--- src/rtl/regfile_wr_arbiter.sv ---
// regfile_wr_arbiter
//
// Owns the single write port (we3/a3/wd3) of the 32x32 register file.
// Two requesters share it: core writeback (requester 0) and the debug/loader
// port (requester 1). A sequenced clear engine zeroes x1..x31 on command.
//
// Build option: define ARB_ROUND_ROBIN_EN to break ties round-robin instead
// of fixed priority with aging (the age counter is then not built).
//
// Parameters:
//   MAX_WAIT    cycles requester 1 may wait while requesting before it wins a tie (1..15)
//   AGE_W       age counter width, 2**AGE_W > MAX_WAIT
//
// Ports:
//   clk, rst_n          clock, asynchronous active-low reset
//   req0/addr0/data0    core writeback request, gnt0 grant (combinational)
//   req1/addr1/data1    debug write request, gnt1 grant (combinational)
//   clear_start         pulse that starts the clear sequence
//   busy                high while the clear sequence runs
//   clear_done          one-cycle pulse in the first cycle after the clear
//   we3/a3/wd3          registered register-file write port
module regfile_wr_arbiter #(
    parameter int MAX_WAIT = 4,
    parameter int AGE_W    = 4
) (
    input  logic        clk,
    input  logic        rst_n,
    input  logic        req0,
    input  logic [4:0]  addr0,
    input  logic [31:0] data0,
    output logic        gnt0,
    input  logic        req1,
    input  logic [4:0]  addr1,
    input  logic [31:0] data1,
    output logic        gnt1,
    input  logic        clear_start,
    output logic        busy,
    output logic        clear_done,
    output logic        we3,
    output logic [4:0]  a3,
    output logic [31:0] wd3
);

    typedef enum logic {ARB, CLEAR} state_t;

    state_t     state, state_nxt;
    logic [4:0] idx;
    logic       win1;    // requester 1 wins when both request

`ifdef ARB_ROUND_ROBIN_EN
    // last1 = 1 means requester 1 was granted most recently; starts at 1 so
    // requester 0 takes the first tie.
    logic last1;

    assign win1 = ~last1;

    always_ff @(posedge clk or negedge rst_n) begin
        if (!rst_n) begin
            last1 <= 1'b1;
        end else if (gnt0) begin
            last1 <= 1'b0;
        end else if (gnt1) begin
            last1 <= 1'b1;
        end
    end
`else
    localparam logic [AGE_W-1:0] AGE_MAX = AGE_W'(MAX_WAIT);

    logic [AGE_W-1:0] age;

    assign win1 = (age == AGE_MAX);

    // Age counts cycles requester 1 waits; frozen during CLEAR so a waiting
    // debug request keeps its seniority across a clear.
    always_ff @(posedge clk or negedge rst_n) begin
        if (!rst_n) begin
            age <= '0;
        end else if (state == CLEAR) begin
            age <= age;
        end else if (!req1 || gnt1) begin
            age <= '0;
        end else if (age != AGE_MAX) begin
            age <= age + 1'b1;
        end
    end
`endif

    always_ff @(posedge clk or negedge rst_n) begin
        if (!rst_n) begin
            state <= ARB;
        end else begin
            state <= state_nxt;
        end
    end

    always_comb begin
        state_nxt = state;
        gnt0      = 1'b0;
        gnt1      = 1'b0;
        busy      = 1'b0;
        case (state)
            ARB: begin
                // clear_start takes precedence over any pending request
                if (clear_start) begin
                    state_nxt = CLEAR;
                end else if (req0 && req1) begin
                    gnt1 = win1;
                    gnt0 = ~win1;
                end else begin
                    gnt0 = req0;
                    gnt1 = req1;
                end
            end
            CLEAR: begin
                busy = 1'b1;
                if (idx == 5'd31) begin
                    state_nxt = ARB;
                end
            end
            default: state_nxt = ARB;
        endcase
    end

    // ---- write-port register stage: grant in cycle N drives the port in N+1
    always_ff @(posedge clk or negedge rst_n) begin
        if (!rst_n) begin
            we3        <= 1'b0;
            a3         <= '0;
            wd3        <= '0;
            idx        <= 5'd1;
            clear_done <= 1'b0;
        end else begin
            we3        <= 1'b0;
            clear_done <= 1'b0;
            if (state == CLEAR) begin
                we3        <= 1'b1;
                a3         <= idx;
                wd3        <= '0;
                idx        <= (idx == 5'd31) ? 5'd1 : idx + 5'd1;
                clear_done <= (idx == 5'd31);
            end else if (gnt0) begin
                // x0 is hardwired zero: handshake completes, no write issued
                we3 <= (addr0 != 5'd0);
                a3  <= addr0;
                wd3 <= data0;
            end else if (gnt1) begin
                we3 <= (addr1 != 5'd0);
                a3  <= addr1;
                wd3 <= data1;
            end
        end
    end

endmodule

--- config.mk ---
export PLATFORM = sky130hd
export DESIGN_NAME = regfile_wr_arbiter
export DESIGN_NICKNAME = d
export VERILOG_FILES = /design/src/rtl/regfile_wr_arbiter.sv
export SDC_FILE = /design/constraint.sdc
export NUM_CORES = 1
export LEC_CHECK = 0
export CORE_MARGIN = 2
export CORE_UTILIZATION = 35
export DETAILED_ROUTE_END_ITERATION = 12
export PLACE_DENSITY = 0.77
export SYNTH_ARGS = -nofsm -noshare
export SYNTH_HDL_FRONTEND = slang
export SYNTH_SLANG_ARGS = --single-unit
export TNS_END_PERCENT = 20
--- constraint.sdc ---
create_clock -name clk -period 2.1 [get_ports clk]
set_input_delay 0.525 -clock clk [delete_from_list [all_inputs] [get_ports clk]]
set_output_delay 0.525 -clock clk [all_outputs]
set_load 0.02 [all_outputs]
Word-level counts from Yosys, hierarchy flattened
Index checks and enable logic that the tools add are counted.
Widths: inputs -> output; s select.
- bitwise gates (word level): 2
- reductions and logical operators: 8
- equal/unequal tests: 3
- multiplexer cells: 23
- add/subtract/negate cells: 2
- operator list (kind ; number):
    $mux 32 ; 3
    $mux 5 ; 4
    $mux 1 ; 13
    $reduce_bool 5->1 ; 2
    $mux 4 ; 2
    $add 5x1->5 const B ; 1
    $eq 5x5->1 const B ; 1
    $add 4x1->4 const B ; 1
    $eq 4x3->1 const B ; 1
    $ne 4x3->1 const B ; 1
    $reduce_bool 3->1 ; 1
    $not 1->1 ; 2
    $pmux 1 s2 ; 1
    $reduce_and 2->1 ; 1
    $reduce_bool 2->1 ; 1
    $logic_and 1x1->1 ; 1
    $logic_not 1->1 ; 1
    $logic_or 1x1->1 ; 1
- output and inout bits: 42
- input port bits: 79
- register bits: 49

Depth between registers and ports, before layout
Gate-level depths: netlist of run 1.
- depth after elaboration: 7
- gate-level depth with buffers: 8
- gate-level depth less buffers: 6

Worst setup path after synthesis of run 1
OpenSTA, ideal clock, no wires.
- path type: register to output
- from: register age[0]
- to: output port gnt0
- data arrival time: 1.516 ns
- required time: 1.575 ns
- buffers on the path: 2
- stages on the path, launching flop included: 7
- setup slack: 0.059 ns
- cell sequence: dfrtp_1 > inv_1 > ha_1 > and4b_1 > buf_6 > buf_6 > nor3_1
- longest elaborated chain between the ends: 5
- RTL lines (element ; RTL line ; RTL):
    start: declaration ; 69 ; logic [AGE_W-1:0] age;
    start signal: assignment ; 79 ; age <= age;
    start signal: assignment ; 83 ; age <= age + 1'b1;
    $eq 4x3->1 ; 71 ; assign win1 = (age == AGE_MAX);
    $not 1->1 ; 108 ; gnt0 = ~win1;
    $mux 1 ; 106 ; end else if (req0 && req1) begin
    $mux 1 ; 104 ; if (clear_start) begin
    $mux 1 ; 101 ; case (state)
    end: declaration ; 31 ; output logic gnt0,
No other way between the ends.

Worst setup path after layout of run 1
- from: register age[1]
- to: output port gnt1
- longest elaborated chain between the ends: 4
- RTL lines (element ; RTL line ; RTL):
    $eq 4x3->1 ; 71 ;
    $mux 1 ; 106 ;
    $mux 1 ; 104 ;
    $mux 1 ; 101 ;
    end: declaration ; 35 ; output logic gnt1,
No other way between the ends.

==> results.md, run 1 <==
* Clock Tree Buf Depth at 2
* TNS Setup at -0.0168 ns
* Initial core utilization at a little over a third
* Tmin final at 2.12 ns
* Final Cycle Share at 101%
* CP max FO at 2
* Fmax at around 0.47 GHz
* Total wire length at about 9.7 mm
* Leak pwr at 1.74 nW
* PwrDens at 724 mW/mm^2
* Ys async rst share at between 90% and 100%
* Setup violators final at 1
* Register-to-register setup slack at roughly 0.10 ns
* Layout Nets at 535
* Vias at about 3200
* Ys flop type: dfrtp_1
* Hpwl dp at 6.59 mm
* DRT iter0 DRCs at 140
* Slew @ Worst Pin at ~0.52 ns
* Final Instance Area at between 0.004 and 0.005 sq mm
* Int Power at ~2.2 mW
* Syn_nets at around 410
* Synth-to-Final Area Change at 54.8%
* FILL cells at 751
* Critical Path Start Type: flop
* CTS tree: done
* Max H-tree Level at 2
* Outcome: finished with violations
* Yosys top cell area share at slightly above 40%
* Slew Limit Fails at 0
* Worst Slack Setup Final at -0.0168 ns
* #FFs+latches synth at 49
* Worst-case clock skew at 0.00282 ns
* Num CTS Buffers at 5
* PortBufs at 120
* Synth Cell Area at about 0.0029 sq mm
* Slowest CP cell: dfrtp_1
* Die area at just over 0.009 sq mm
* Clk sinks at a little under 50
* Final hold violations at 0
* Area leader, netlist: dfrtp_1
* Initial antenna violation count at 0
* Count leader, synth: dfrtp_1
* CP peak stage delay at between 0.3 and 0.4 ns
* Largest net degree at the start of global routing at 56
* Part of the power in combinational logic at roughly two fifths
* Slew headroom at roughly 65%
* Share of layout cells above drive strength 1 at ~14%
* Max Cap Viol at 0
* Ant diodes at 0
* Die X at 95.6 microns
* WL/cell at 17.3 microns
* Failing checks: negative setup slack
* I/O Pins at 121
* RD Place Congestion at 0.847
* Sequential power share at between 30 and 40%
* Synth Instances at around 330
* Class of the worst hold path: in -> async
* Yosys warns at 0
* Die Y at around 96 microns
* Clock-pin slew on the worst setup and hold paths at about 0.09 ns
* CTS root buf: clkbuf_8
* Switching fraction of total power at roughly a third
* Synth top cells by count: dfrtp_1 (48), nand2_1 (40), o22ai_1 (36)
* Post-CTS Hold Fix Bufs at 0
* Dpl cell area at approximately 0.0043 sq mm
* DRC at 0
* Post-synthesis average cell area at between 9 and 10 sq um
* Gr usage total at a little over a fifth
* VDD IR max at 0.000487 V
* CP Class: reg -> out
* Seq/Total Area, Yosys at around two fifths
* First-pass GRT wire length at ~16 mm
* Critical path capture point type: output pin
* Vias in the first global route at between 3000 and 4000
* Core area at just over 0.008 sq mm
* Worst path arrival time at about 1.6 ns
* Std-Cell Rows at 33
* Critical-path cell list: inv_2 -> ha_4 -> and4b_2 -> a21o_1 -> and2_4 -> buf_6
* Vias per Instance at 5.76
* First-pass DRT Iterations at 4
* Clock Power Share at approximately 22%
* Clk_lat worst skew at ~0.3 ns
* GR Overflow Total at 0
* Worst path required time at roughly 1.6 ns
* Fin Hold WS at roughly 0.15 ns
* Post-synth cell types at 40
* Sw Pwr at ~1.1 mW
* Synth top area cells: dfrtp_1 (41%), a221oi_1 (9.5%), o211ai_1 (8.2%)
* RSZ-0062 raised after global routing: true
* Post-synth EDFFs at 0
* Routed Antenna Nets at 0
-- what timing repair did --
action                                  CTS  global route
resized for setup                        26             6
setup buffers                             3             2
endpoints found under the setup margin   30            26
hold endpoints to repair                  0             0
pin swaps                                 2             2
-- per-layer routing --
layer  vias up  track usage [%]  wire length, microns
met4         0             4.52                   116
met2       140             36.6                  4560
met5         -                0                     0
met1      1531             28.3                  4230
li1       1525                -                     -
met3        16             4.19                   766
-- layout make-up --
| cell class | count | area (sq um) | share of cell area, % |
|---|---|---|---|
| inverters | 5 | 18.8 | 0.413 |
| repair buffers | 155 | 1490 | 32.7 |
| well taps | 105 | 131 | 2.89 |
| flip-flops and latches | 49 | 1230 | 27.0 |
| clock buffers | 7 | 86.3 | 1.90 |
| clock inverters | 1 | 30.0 | 0.660 |
| multi-input cells | 236 | 1570 | 34.4 |
-- flip-flops by register name, summed over array words and instances, names as in the netlist --
| name | count |
|---|---|
| state | 1 |
| age | 4 |
| clear_done | 1 |
| wd3 | 32 |
| we3 | 1 |
| idx | 5 |
| a3 | 5 |
-- cells by family after synthesis --
kind of cell             after synthesis  share of synthesized area [%]
AO/OA/AOI/OAI                        127                           31.5
adder cells (fa/ha/maj)                4                           1.70
buffers and inverters                 40                           6.13
flip-flops                            49                           41.8
multiplexers                           3                           1.11
AND/OR/NAND/NOR                      102                           17.8
-- through the flow --
step	std cells	util [%]	total power, mW	worst slack, ns
finish	558	55.6	3.29	-0.0168
floorplan	325	-	1.89	0.0594
detailed placement	545	53.0	2.50	-0.644
global placement	545	53.0	2.46	-0.653
global route	558	55.6	3.49	-0.0707
CTS	556	55.2	3.27	-0.0344
-- final timing paths --
path	startpoint	endpoint	depth (start not counted)
min in group clk	idx[0]$_DFFE_PN1P_	idx[0]$_DFFE_PN1P_	2
max in group asynchronous	rst_n	wd3[12]$_DFFE_PN0P_	2
hold / removal	rst_n	wd3[27]$_DFFE_PN0P_	1
setup / recovery	age[1]$_DFFE_PN0P_	gnt1	6
setup reg to reg	age[1]$_DFFE_PN0P_	wd3[30]$_DFFE_PN0P_	9
hold reg to reg	idx[0]$_DFFE_PN1P_	idx[0]$_DFFE_PN1P_	2
-- power by group through the flow --
stage               combinational (mW)  sequential, mW  clock (mW)
floorplan                        0.547            1.34           0
global placement                  1.21            1.25           0
detailed placement                1.25            1.25           0
CTS                               1.30            1.24       0.731
global route                      1.46            1.26       0.766
finish                            1.34            1.25       0.710
-- cell usage in the layout (no fill, tap or decap), drive strengths merged, types with 2 or more instances in the layout --
master         count
dlygate4sd2        2
a221oi            32
nor3               2
o22ai             36
mux2               2
ha                 4
nand2             41
inv                5
o211ai            32
and3               2
and2               2
or3               33
nor2b              6
clkdlybuf4s50    115
a21oi              7
a22oi              4
clkbuf             7
nor2               8
dfrtp             48
nand3              3
o21ai             10
buf               38
-- critical path: cells and delay by family (launching register included) --
kind / cells / cell delay (ns)
flip-flops: 1 / 0.38
AO/OA/AOI/OAI: 1 / 0.17
adder cells (fa/ha/maj): 1 / 0.16
AND/OR/NAND/NOR: 2 / 0.39
buffers and inverters: 2 / 0.18
Note: power is estimated with default switching activity, not from simulation.
==> inputs of run 2 (changes only) <==
--- a/config.mk
+++ b/config.mk
@@ -5,6 +5,7 @@
 export SDC_FILE = /design/constraint.sdc
 export NUM_CORES = 1
 export LEC_CHECK = 0
+export CAP_MARGIN = 20
 export CORE_MARGIN = 2
 export CORE_UTILIZATION = 35
 export DETAILED_ROUTE_END_ITERATION = 12
==> results of run 2 <==
No change in the layout: final DEF, timing and power equal those of run 1.
==> inputs of run 3 (changes only) <==
==> constraint.sdc (replaced) <==
create_clock -name clk -period 2.13 [get_ports clk]
set_input_delay 0.5325 -clock clk [delete_from_list [all_inputs] [get_ports clk]]
set_output_delay 0.5325 -clock clk [all_outputs]
set_load 0.02 [all_outputs]
==> run 3 against run 2 <==
Critical endpoint is now gnt0; critical path depth did not move; register-to-register slack gained 0.14 ns; the run now ends clean; core utilization is 0.54 points lower; combinational power down 5%; cell count down 0.54%; setup slack gained 0.018 ns; clock skew rose by 0.0063 ns; non-clock buffer count fell by 3; die area is the same.
==> results.md, run 3 (synthesis gave the netlist of run 1 again) <==
* Commonest cells after routing, fill and taps aside: clkdlybuf4s50_1 (115), dfrtp_1 (47), nand2_1 (40)
* Largest net degree at the start of global routing at 56
* VDD IR max at a little under 0.0005 V
* Critical path capture point type: output pin
* Clock-pin slew on the worst setup and hold paths at around 0.090 ns
* Die Y at around 96 microns
* Hpwl dp at between 6 and 7 mm
* Max H-tree Level at 2
* Routed Antenna Nets at 0
* Clock Tree Buf Depth at 2
* Final core occ at between 50% and 60%
* Multi-input gate area at approximately 0.0016 sq mm
* Final Cycle Share at approximately 100%
* Initial antenna violation count at 0
* FILL cells at approximately 730
* CTS tree: done
* RD Place Congestion at ~0.83
* PwrDens at 701 mW/mm^2
* Ant diodes at 0
* Critical Path Source: age[0]$_DFFE_PN0P_
* Design Power at 3.16 mW
* Class of the worst hold path: in -> async
* TNS Setup at 0 ns
* Layout Nets at about 530
* GR Overflow Total at 0
* Total wire length at ~9.4 mm
* Clk sinks at slightly below 50
* Top reg by flops: wd3
* Num CTS Buffers at 5
* Synth-to-Final Area Change at 53.3%
* PortBufs at 120
* Share of layout cells above drive strength 1 at approximately an eighth
* Clk_lat worst skew at about 0.30 ns
* Die X at between 90 and 100 microns
* Fmax at around 0.47 GHz
* CP Class: reg -> out
* Worst path arrival time at between 1.5 and 2 ns
* Leak pwr at approximately 1.7 nW
* Critical Path Start Type: flop
* Register area at 0.00123 sq mm
* Outcome: completed
* Vias per Instance at between 5 and 6
* RSZ-0062 raised after global routing: true
* Worst reg2reg path startpoint: age[0]$_DFFE_PN0P_
* DRT iter0 DRCs at 179
* Std-Cell Rows at 33
* Worst path required time at ~1.6 ns
* Setup violators final at 0
* Worst-case clock skew at about 0.0092 ns
* Gr usage total at 20.9%
* Vias at ~3300
* DRC at 0
* Vias in the first global route at roughly 3300
* Dpl cell area at 0.00432 sq mm
* Slew @ Worst Pin at approximately 0.55 ns
* I/O Pins at 121
* First-pass GRT wire length at 15.4 mm
* Commonest non-fill, non-tap cell in the layout: clkdlybuf4s50_1
* Largest register FFs at 32
* Slew Limit Fails at 0
* CP max FO at 3
* Final Instance Area at 0.00450 sq mm
* Largest regs: wd3: 32 flops, a3: 5 flops, idx: 5 flops
* Initial core utilization at a little over a third
* WL/cell at 17.0 microns
* Max Cap Viol at 0
* Core area at around 0.0082 sq mm
* Final hold violations at 0
* Tmin final at approximately 2.1 ns
* First-pass DRT Iterations at 4
* Die area at approximately 0.0091 sq mm
* Slew headroom at 63.0%
* Post-CTS Hold Fix Bufs at 0
* Worst reg2reg path depth at 8
* CTS root buf: clkbuf_8
-- run 3: cell types whose count changed in the layout (fill, tap and decap cells not counted), sizes merged --
cell,delta
clkbuf,-1
buf,-3
clkinv,+1
-- run 3: critical path, cell delays in order, from the launching register on --
cell	delay, ns
dfrtp_1	0.37
inv_2	0.06
ha_4	0.16
and4b_2	0.25
buf_6	0.13
nor3_4	0.19
buf_6	0.14
-- run 3: final cells by class --
cell class / count / area share (%)
multi-input combinational: 236 / 34.6
timing repair buffer: 152 / 32.4
sequential: 49 / 27.3
tap: 105 / 2.92
clock buffer: 6 / 1.61
clock inverter: 2 / 0.778
inverter: 5 / 0.417
-- run 3: per-layer routing --
metal / part of all wire, % / GRT usage [%] / vias up
met1: 43 / 28.6 / 1611
met4: 1.3 / 5.95 / 0
met3: 8.7 / 4.98 / 17
met5: 0 / 0 / -
met2: 47 / 33.0 / 155
li1: - / - / 1518
-- run 3: timing repair --
item                                    in CTS  in global routing
pin swaps                                    2                  2
buffers inserted                             1                  2
endpoints found under the setup margin      16                 15
gates resized for setup                     22                  7
-- run 3: path summary, 6_finish.rpt --
kind | endpoint | slack [ns]
max | gnt0 | 0.001
min | wd3[27]$_DFFE_PN0P_ | 0.16
max reg2reg | wd3[19]$_DFFE_PN0P_ | 0.24
min reg2reg | idx[0]$_DFFE_PN1P_ | 0.51
max in group asynchronous | wd3[19]$_DFFE_PN0P_ | 1.33
min in group clk | idx[0]$_DFFE_PN1P_ | 0.51
-- run 3: metrics by stage --
step / setup WS [ns] / std cells / hold slack, ns
final: 0.00138 / 555 / 0.160
after global routing: -0.0558 / 555 / 0.179
after CTS: -0.0571 / 553 / 0.163
after detailed placement: -0.609 / 544 / 0.495
after global placement: -0.630 / 544 / 0.493
after floorplan: 0.0819 / 325 / 0.237
-- run 3: report_power, final --
group / internal, mW / leakage [nW] / switching [mW]
clock network: 0.349 / 0.0552 / 0.310
registers: 1.10 / 0.640 / 0.129
logic: 0.655 / 1.02 / 0.616
total: 2.10 / 1.72 / 1.05
